File: src/rtl/if_stage_if.sv
// Instruction-memory request/response bus between the fetch stage and memory.
interface if_stage_if;
    logic        imem_req;
    logic [31:0] imem_addr;
    logic        imem_ack;
    logic [31:0] imem_rdata;

    modport master (
        output imem_req,
        output imem_addr,
        input  imem_ack,
        input  imem_rdata
    );

    modport slave (
        input  imem_req,
        input  imem_addr,
        output imem_ack,
        output imem_rdata
    );
endinterface

File: src/rtl/if_stage.sv
// Instruction fetch stage: fetches a word at PC, holds it in IR until consumed,
// then computes the next PC (jump, taken branch or sequential). Sticky timeout fault.
module if_stage #(
    parameter int unsigned TIMEOUT = 16
) (
    input  logic             clk,
    input  logic             rst_n,
    if_stage_if.master       imem,
    output logic [31:0]      instr,
    output logic [5:0]       op_code,
    output logic             instr_valid,
    input  logic             advance,
    input  logic             Branch,
    input  logic             Jump,
    input  logic             Zero,
    output logic [31:0]      pc,
    output logic [31:0]      pc_plus4,
    output logic             imem_err
);

    typedef enum logic [1:0] {
        IDLE,
        FETCH,
        HOLD,
        ERR
    } state_t;

    localparam logic [7:0] CNT_LAST = 8'(TIMEOUT - 1);

    state_t      r_state;
    state_t      w_state_nxt;
    logic [31:0] r_pc;
    logic [31:0] w_pc_nxt;
    logic [31:0] r_ir;
    logic [31:0] w_ir_nxt;
    logic [7:0]  r_cnt;
    logic [7:0]  w_cnt_nxt;
    logic        r_armed;
    logic [31:0] w_pc_plus4;
    logic [31:0] w_br_off;
    logic [31:0] w_pc_target;

    assign w_pc_plus4 = r_pc + 32'd4;
    assign w_br_off   = {{14{r_ir[15]}}, r_ir[15:0], 2'b00};

    always_comb begin
        w_pc_target = w_pc_plus4;
        if (Jump) begin
            w_pc_target = {w_pc_plus4[31:28], r_ir[25:0], 2'b00};
        end else if (Branch && Zero) begin
            w_pc_target = w_pc_plus4 + w_br_off;
        end
    end

    // r_armed delays leaving IDLE so the first request lands on the second edge after reset release.
    always_comb begin
        w_state_nxt = r_state;
        w_pc_nxt    = r_pc;
        w_ir_nxt    = r_ir;
        w_cnt_nxt   = r_cnt;
        case (r_state)
            IDLE: begin
                if (r_armed) begin
                    w_state_nxt = FETCH;
                end
            end
            FETCH: begin
                if (imem.imem_ack) begin
                    w_ir_nxt    = imem.imem_rdata;
                    w_cnt_nxt   = '0;
                    w_state_nxt = HOLD;
                end else if (r_cnt == CNT_LAST) begin
                    w_state_nxt = ERR;
                end else begin
                    w_cnt_nxt = r_cnt + 8'd1;
                end
            end
            HOLD: begin
                if (advance) begin
                    w_pc_nxt    = w_pc_target;
                    w_state_nxt = FETCH;
                end
            end
            ERR: begin
                w_state_nxt = ERR;
            end
            default: begin
                w_state_nxt = IDLE;
            end
        endcase
    end

    always_ff @(posedge clk or negedge rst_n) begin
        if (!rst_n) begin
            r_state <= IDLE;
            r_pc    <= '0;
            r_ir    <= '0;
            r_cnt   <= '0;
            r_armed <= 1'b0;
        end else begin
            r_state <= w_state_nxt;
            r_pc    <= w_pc_nxt;
            r_ir    <= w_ir_nxt;
            r_cnt   <= w_cnt_nxt;
            r_armed <= 1'b1;
        end
    end

    assign imem.imem_req  = (r_state == FETCH);
    assign imem.imem_addr = r_pc;
    assign instr          = r_ir;
    assign op_code        = r_ir[31:26];
    assign instr_valid    = (r_state == HOLD);
    assign pc             = r_pc;
    assign pc_plus4       = w_pc_plus4;
    assign imem_err       = (r_state == ERR);

endmodule

File: src/flat_wrapper.sv
// flat-port wrapper written by rule: the top's interface ports become plain ports
module if_stage_flat 
#(
    parameter int unsigned TIMEOUT = 16
)
  (clk, rst_n, instr, op_code, instr_valid, advance, Branch, Jump, Zero, pc, pc_plus4, imem_err, imem_imem_req, imem_imem_addr, imem_imem_ack, imem_imem_rdata);
  if_stage_if imem_i ();
  input  logic clk;
  input  logic rst_n;
  output logic [31:0] instr;
  output logic [5:0] op_code;
  output logic instr_valid;
  input  logic advance;
  input  logic Branch;
  input  logic Jump;
  input  logic Zero;
  output logic [31:0] pc;
  output logic [31:0] pc_plus4;
  output logic imem_err;
  output wire logic [$bits(imem_i.imem_req)-1:0] imem_imem_req;
  output wire logic [$bits(imem_i.imem_addr)-1:0] imem_imem_addr;
  input wire logic [$bits(imem_i.imem_ack)-1:0] imem_imem_ack;
  input wire logic [$bits(imem_i.imem_rdata)-1:0] imem_imem_rdata;
  assign imem_imem_req = imem_i.imem_req;
  assign imem_imem_addr = imem_i.imem_addr;
  assign imem_i.imem_ack = imem_imem_ack;
  assign imem_i.imem_rdata = imem_imem_rdata;
  if_stage #(.TIMEOUT(TIMEOUT)) u_core (.clk(clk), .rst_n(rst_n), .imem(imem_i), .instr(instr), .op_code(op_code), .instr_valid(instr_valid), .advance(advance), .Branch(Branch), .Jump(Jump), .Zero(Zero), .pc(pc), .pc_plus4(pc_plus4), .imem_err(imem_err));
endmodule
File: config.mk
export PLATFORM = sky130hd
export DESIGN_NAME = if_stage_flat
export DESIGN_NICKNAME = d
export VERILOG_FILES = /design/src/rtl/if_stage_if.sv /design/src/rtl/if_stage.sv /design/src/flat_wrapper.sv
export SDC_FILE = /design/constraint.sdc
export NUM_CORES = 1
export LEC_CHECK = 0
export ABC_AREA = 1
export ABC_CLOCK_PERIOD_IN_PS = 3900
export BUFFER_PORTS_ARGS = -buffer_cell sky130_fd_sc_hd__buf_2
export CAP_MARGIN = 20
export CORE_UTILIZATION = 55
export CTS_CLUSTER_DIAMETER = 50
export DETAILED_ROUTE_END_ITERATION = 8
export GPL_TIMING_DRIVEN = 0
export PLACE_DENSITY_LB_ADDON = 0.25
export SLEW_MARGIN = 0
export SYNTH_ARGS = -nofsm -noshare
export SYNTH_HDL_FRONTEND = slang
export SYNTH_SLANG_ARGS = --single-unit
File: constraint.sdc
create_clock -name clk -period 3.9 [get_ports clk]
set_input_delay 0.39 -clock clk [delete_from_list [all_inputs] [get_ports clk]]
set_output_delay 0.39 -clock clk [all_outputs]
set_load 0.005 [all_outputs]
==> run metrics <==
# IOs=176; number of buffers added on ports=between 150 and 200; Hold Fails Final Rpt=0; number of clock sinks=73; status=completed; Clock Path Buffers=2; FF-to-FF End=u_core.imem.imem_addr[18]$_DFFE_PN0P_; Placed Instance Area=7960 um2; starting density of the core=56.9%; die height=114 um; WL final=between 20,000 and 25,000 um; Pwr per Cell Area=880 nW/um2; RSZ-0062 raised after global routing=false; Required @ worst endpoint=about 4.2 ns; antenna viol nets, final=0; minimum clock period=3.51 ns; most common cell after layout, fill and taps aside=nand2_1; CP Data Arrival Time=3.79 ns; global-route wire length before repair=approximately 35,000 um; Synth Register Bits=73; iteration-0 DRC count of the detailed router=665; Final Instance Area=roughly 8300 um2; Core Footprint=12,100 um2; setup bufs post-CTS=0; Gates resized, CTS repair=0; All-Layer GR Usage=35.5%; Cells after Synth=1,101; most frequent cells in the layout=391 x nand2_1, 179 x inv_1, 171 x buf_2; # hold bufs at CTS=1; root buffer cell=clkbuf_16; HPWL Detailed=17,900 um; cts bufs inserted=9; worst setup margin=between 0.3 and 0.4 ns; WL per Instance=15.3 um; Max Slew Vio Count=0; htree depth=3; global route overflow=0; overall power=7.29 mW; Setup WS pre-CTS=0.526 ns; worst path cell trace=ha_1, nand3_2, nor2_2, nand2_2, nor2_4, nand2_1, xor2_1, inv_1, ha_1, nand2_1, nor2_1, inv_1, o21bai_1, a21oi_1, or2_2, nand3_1, nand2_1, nand2_1; MaxCap Viol Count=0; Placer Congestion=0.968; R2R depth=18; DR vias=between 7k and 8k; worst hold path stage count=3; delay of the slowest critical-path stage=roughly 0.46 ns; Hold Startpoint=imem_imem_rdata[30]; CP top delay family=simple AND/OR/NAND/NOR gates; clock slew seen by the registers of the worst setup and hold paths=0.06 ns; final setup fails=0; antenna diode count=0; Die X=114 um; Hold EP=u_core.instr[30]$_DFFE_PN0P_; layout cell share with drive strength beyond 1=between 20% and 30%; Top cell by count, worst path=nand2_1; fin nets=1,364; crit path kind=flop to flop; relative slew slack=35.9%; Max IR drop VDD=around 0.00046 V; Cell variety after synth=50; # rows=40; die area=12,900 um2; mapped cell area=6860 um2; DR vias/cell=5.18; mean post-synth cell area=6.23 um2; pin count of the biggest net entering global routing=73; leak pwr=4.88 nW; DRC=0; CTS tree=yes; slowest CP cell=dfrtp_1; Max FO, Critical Path=5; highest achievable clock rate=285 MHz; P&R area growth vs syn=20.8%; Yosys warnings=0; Slew @ Worst Pin=0.961 ns; Buf+Inv Stages, Crit Path=2; setup_tns=0 ns; number of global-route vias before repair=6,941; hold crit path type=input pin to flop; Critical Path End Type=flop; FF-to-FF Start=u_core.imem.imem_addr[2]$_DFFE_PN0P_; Clock Skew=around 0.011 ns; initial antenna violation count=0; part of the cycle the worst path needs=between 90% and 100%; clk_lat worst skew=about 0.34 ns; drt first pass iters=8; R2R Setup Slk=0.39 ns; Seq/Total Area, Yosys=a little over a quarter; Critical Path Start Type=flop
sequential cells by signal, summed over array words and instances (netlist names):
signal,cells
u_core.instr,32
u_core.imem.imem_addr,30
u_core.r_armed,1
u_core.r_cnt,8
u_core.r_state,2
cells in the mapped netlist, drive strengths merged:
cell type | count | area (um2)
nand2 | 401 | 1550
inv | 182 | 683
nor2 | 86 | 397
nand3 | 78 | 408
dfrtp | 73 | 1830
a21oi | 49 | 245
buf | 46 | 335
o21ai | 45 | 225
ha | 37 | 463
xor2 | 19 | 166
clkbuf | 15 | 57.6
nor3 | 15 | 96.4
or2 | 7 | 43.8
nand4 | 6 | 37.5
xnor2 | 6 | 60.1
a21boi | 5 | 37.5
o22ai | 5 | 31.3
and2 | 4 | 25.0
nand3b | 3 | 22.5
o21bai | 3 | 22.5
a21o | 2 | 15.0
conb | 2 | 7.51
o21a | 2 | 15.0
a22oi | 1 | 7.51
a31oi | 1 | 6.26
a32oi | 1 | 8.76
fa | 1 | 20.0
nor3b | 1 | 7.51
o2111ai | 1 | 8.76
o211ai | 1 | 7.51
o221ai | 1 | 8.76
o31ai | 1 | 7.51
o32ai | 1 | 8.76
logic make-up (layout without fill, tap and decap cells):
family | Yosys count | count (layout) | share of synthesized area, %
buffers and inverters | 243 | 429 | 15.7
other | 2 | 7 | 0.110
adders and majority gates | 38 | 38 | 7.04
DFF | 73 | 73 | 26.6
xor gates and xnor gates | 25 | 25 | 3.30
AOI/OAI and AO/OA | 119 | 119 | 9.56
and+or+nand+nor | 601 | 601 | 37.7
layer usage:
layer / wire length [um] / global-route usage, %
met1: 9300 / 46.3
met5: 0 / 0
met4: 680 / 13.9
met3: 2110 / 8.50
met2: 10200 / 56.8
tightest hold or removal path: stages:
cell and delay [ns]:
buf_2 0.07, nand2_1 0.04, nand2_1 0.05
area by class of cell:
cell class | instances | area, um2
Tap cell | 168 | 210
Sequential cell | 73 | 1830
Clock buffer | 11 | 253
Timing Repair Buffer | 170 | 881
Clock inverter | 5 | 62.6
Multi-Input combinational cell | 790 | 3970
Fill cell | 1114 | 3780
Inverter | 182 | 683
Buffer | 61 | 393
where the power goes:
part / internal (mW) / leakage, nW / switching [mW]
Combinational: 1.90 / 3.83 / 2.89
Sequential: 1.08 / 0.904 / 0.549
Clock: 0.534 / 0.148 / 0.338
Total: 3.52 / 4.88 / 3.77
through the flow:
stage	instances	hold slack (ns)	utilization, %
final	1460	0.252	68.7
after global routing	1460	0.256	68.7
after CTS	1460	0.244	68.7
after detailed placement	1443	0.189	66.0
after global placement	1442	0.476	65.7
after floorplan	1106	0.0944	-
worst max path at each step:
stage	from	to	slack (ns)	depth (start not counted)
final	u_core.imem.imem_addr[2]$_DFFE_PN0P_	u_core.imem.imem_addr[18]$_DFFE_PN0P_	0.39	18
after CTS	u_core.imem.imem_addr[2]$_DFFE_PN0P_	u_core.imem.imem_addr[18]$_DFFE_PN0P_	0.48	18
after detailed placement	u_core.imem.imem_addr[2]$_DFFE_PN0P_	u_core.imem.imem_addr[18]$_DFFE_PN0P_	0.53	18
after floorplan	u_core.imem.imem_addr[2]$_DFFE_PN0P_	u_core.imem.imem_addr[18]$_DFFE_PN0P_	1.11	18
after global routing	u_core.imem.imem_addr[2]$_DFFE_PN0P_	u_core.imem.imem_addr[13]$_DFFE_PN0P_	0.23	17
after global placement	u_core.imem.imem_addr[2]$_DFFE_PN0P_	u_core.imem.imem_addr[18]$_DFFE_PN0P_	0.58	18
(Power assumes the default switching activity.)
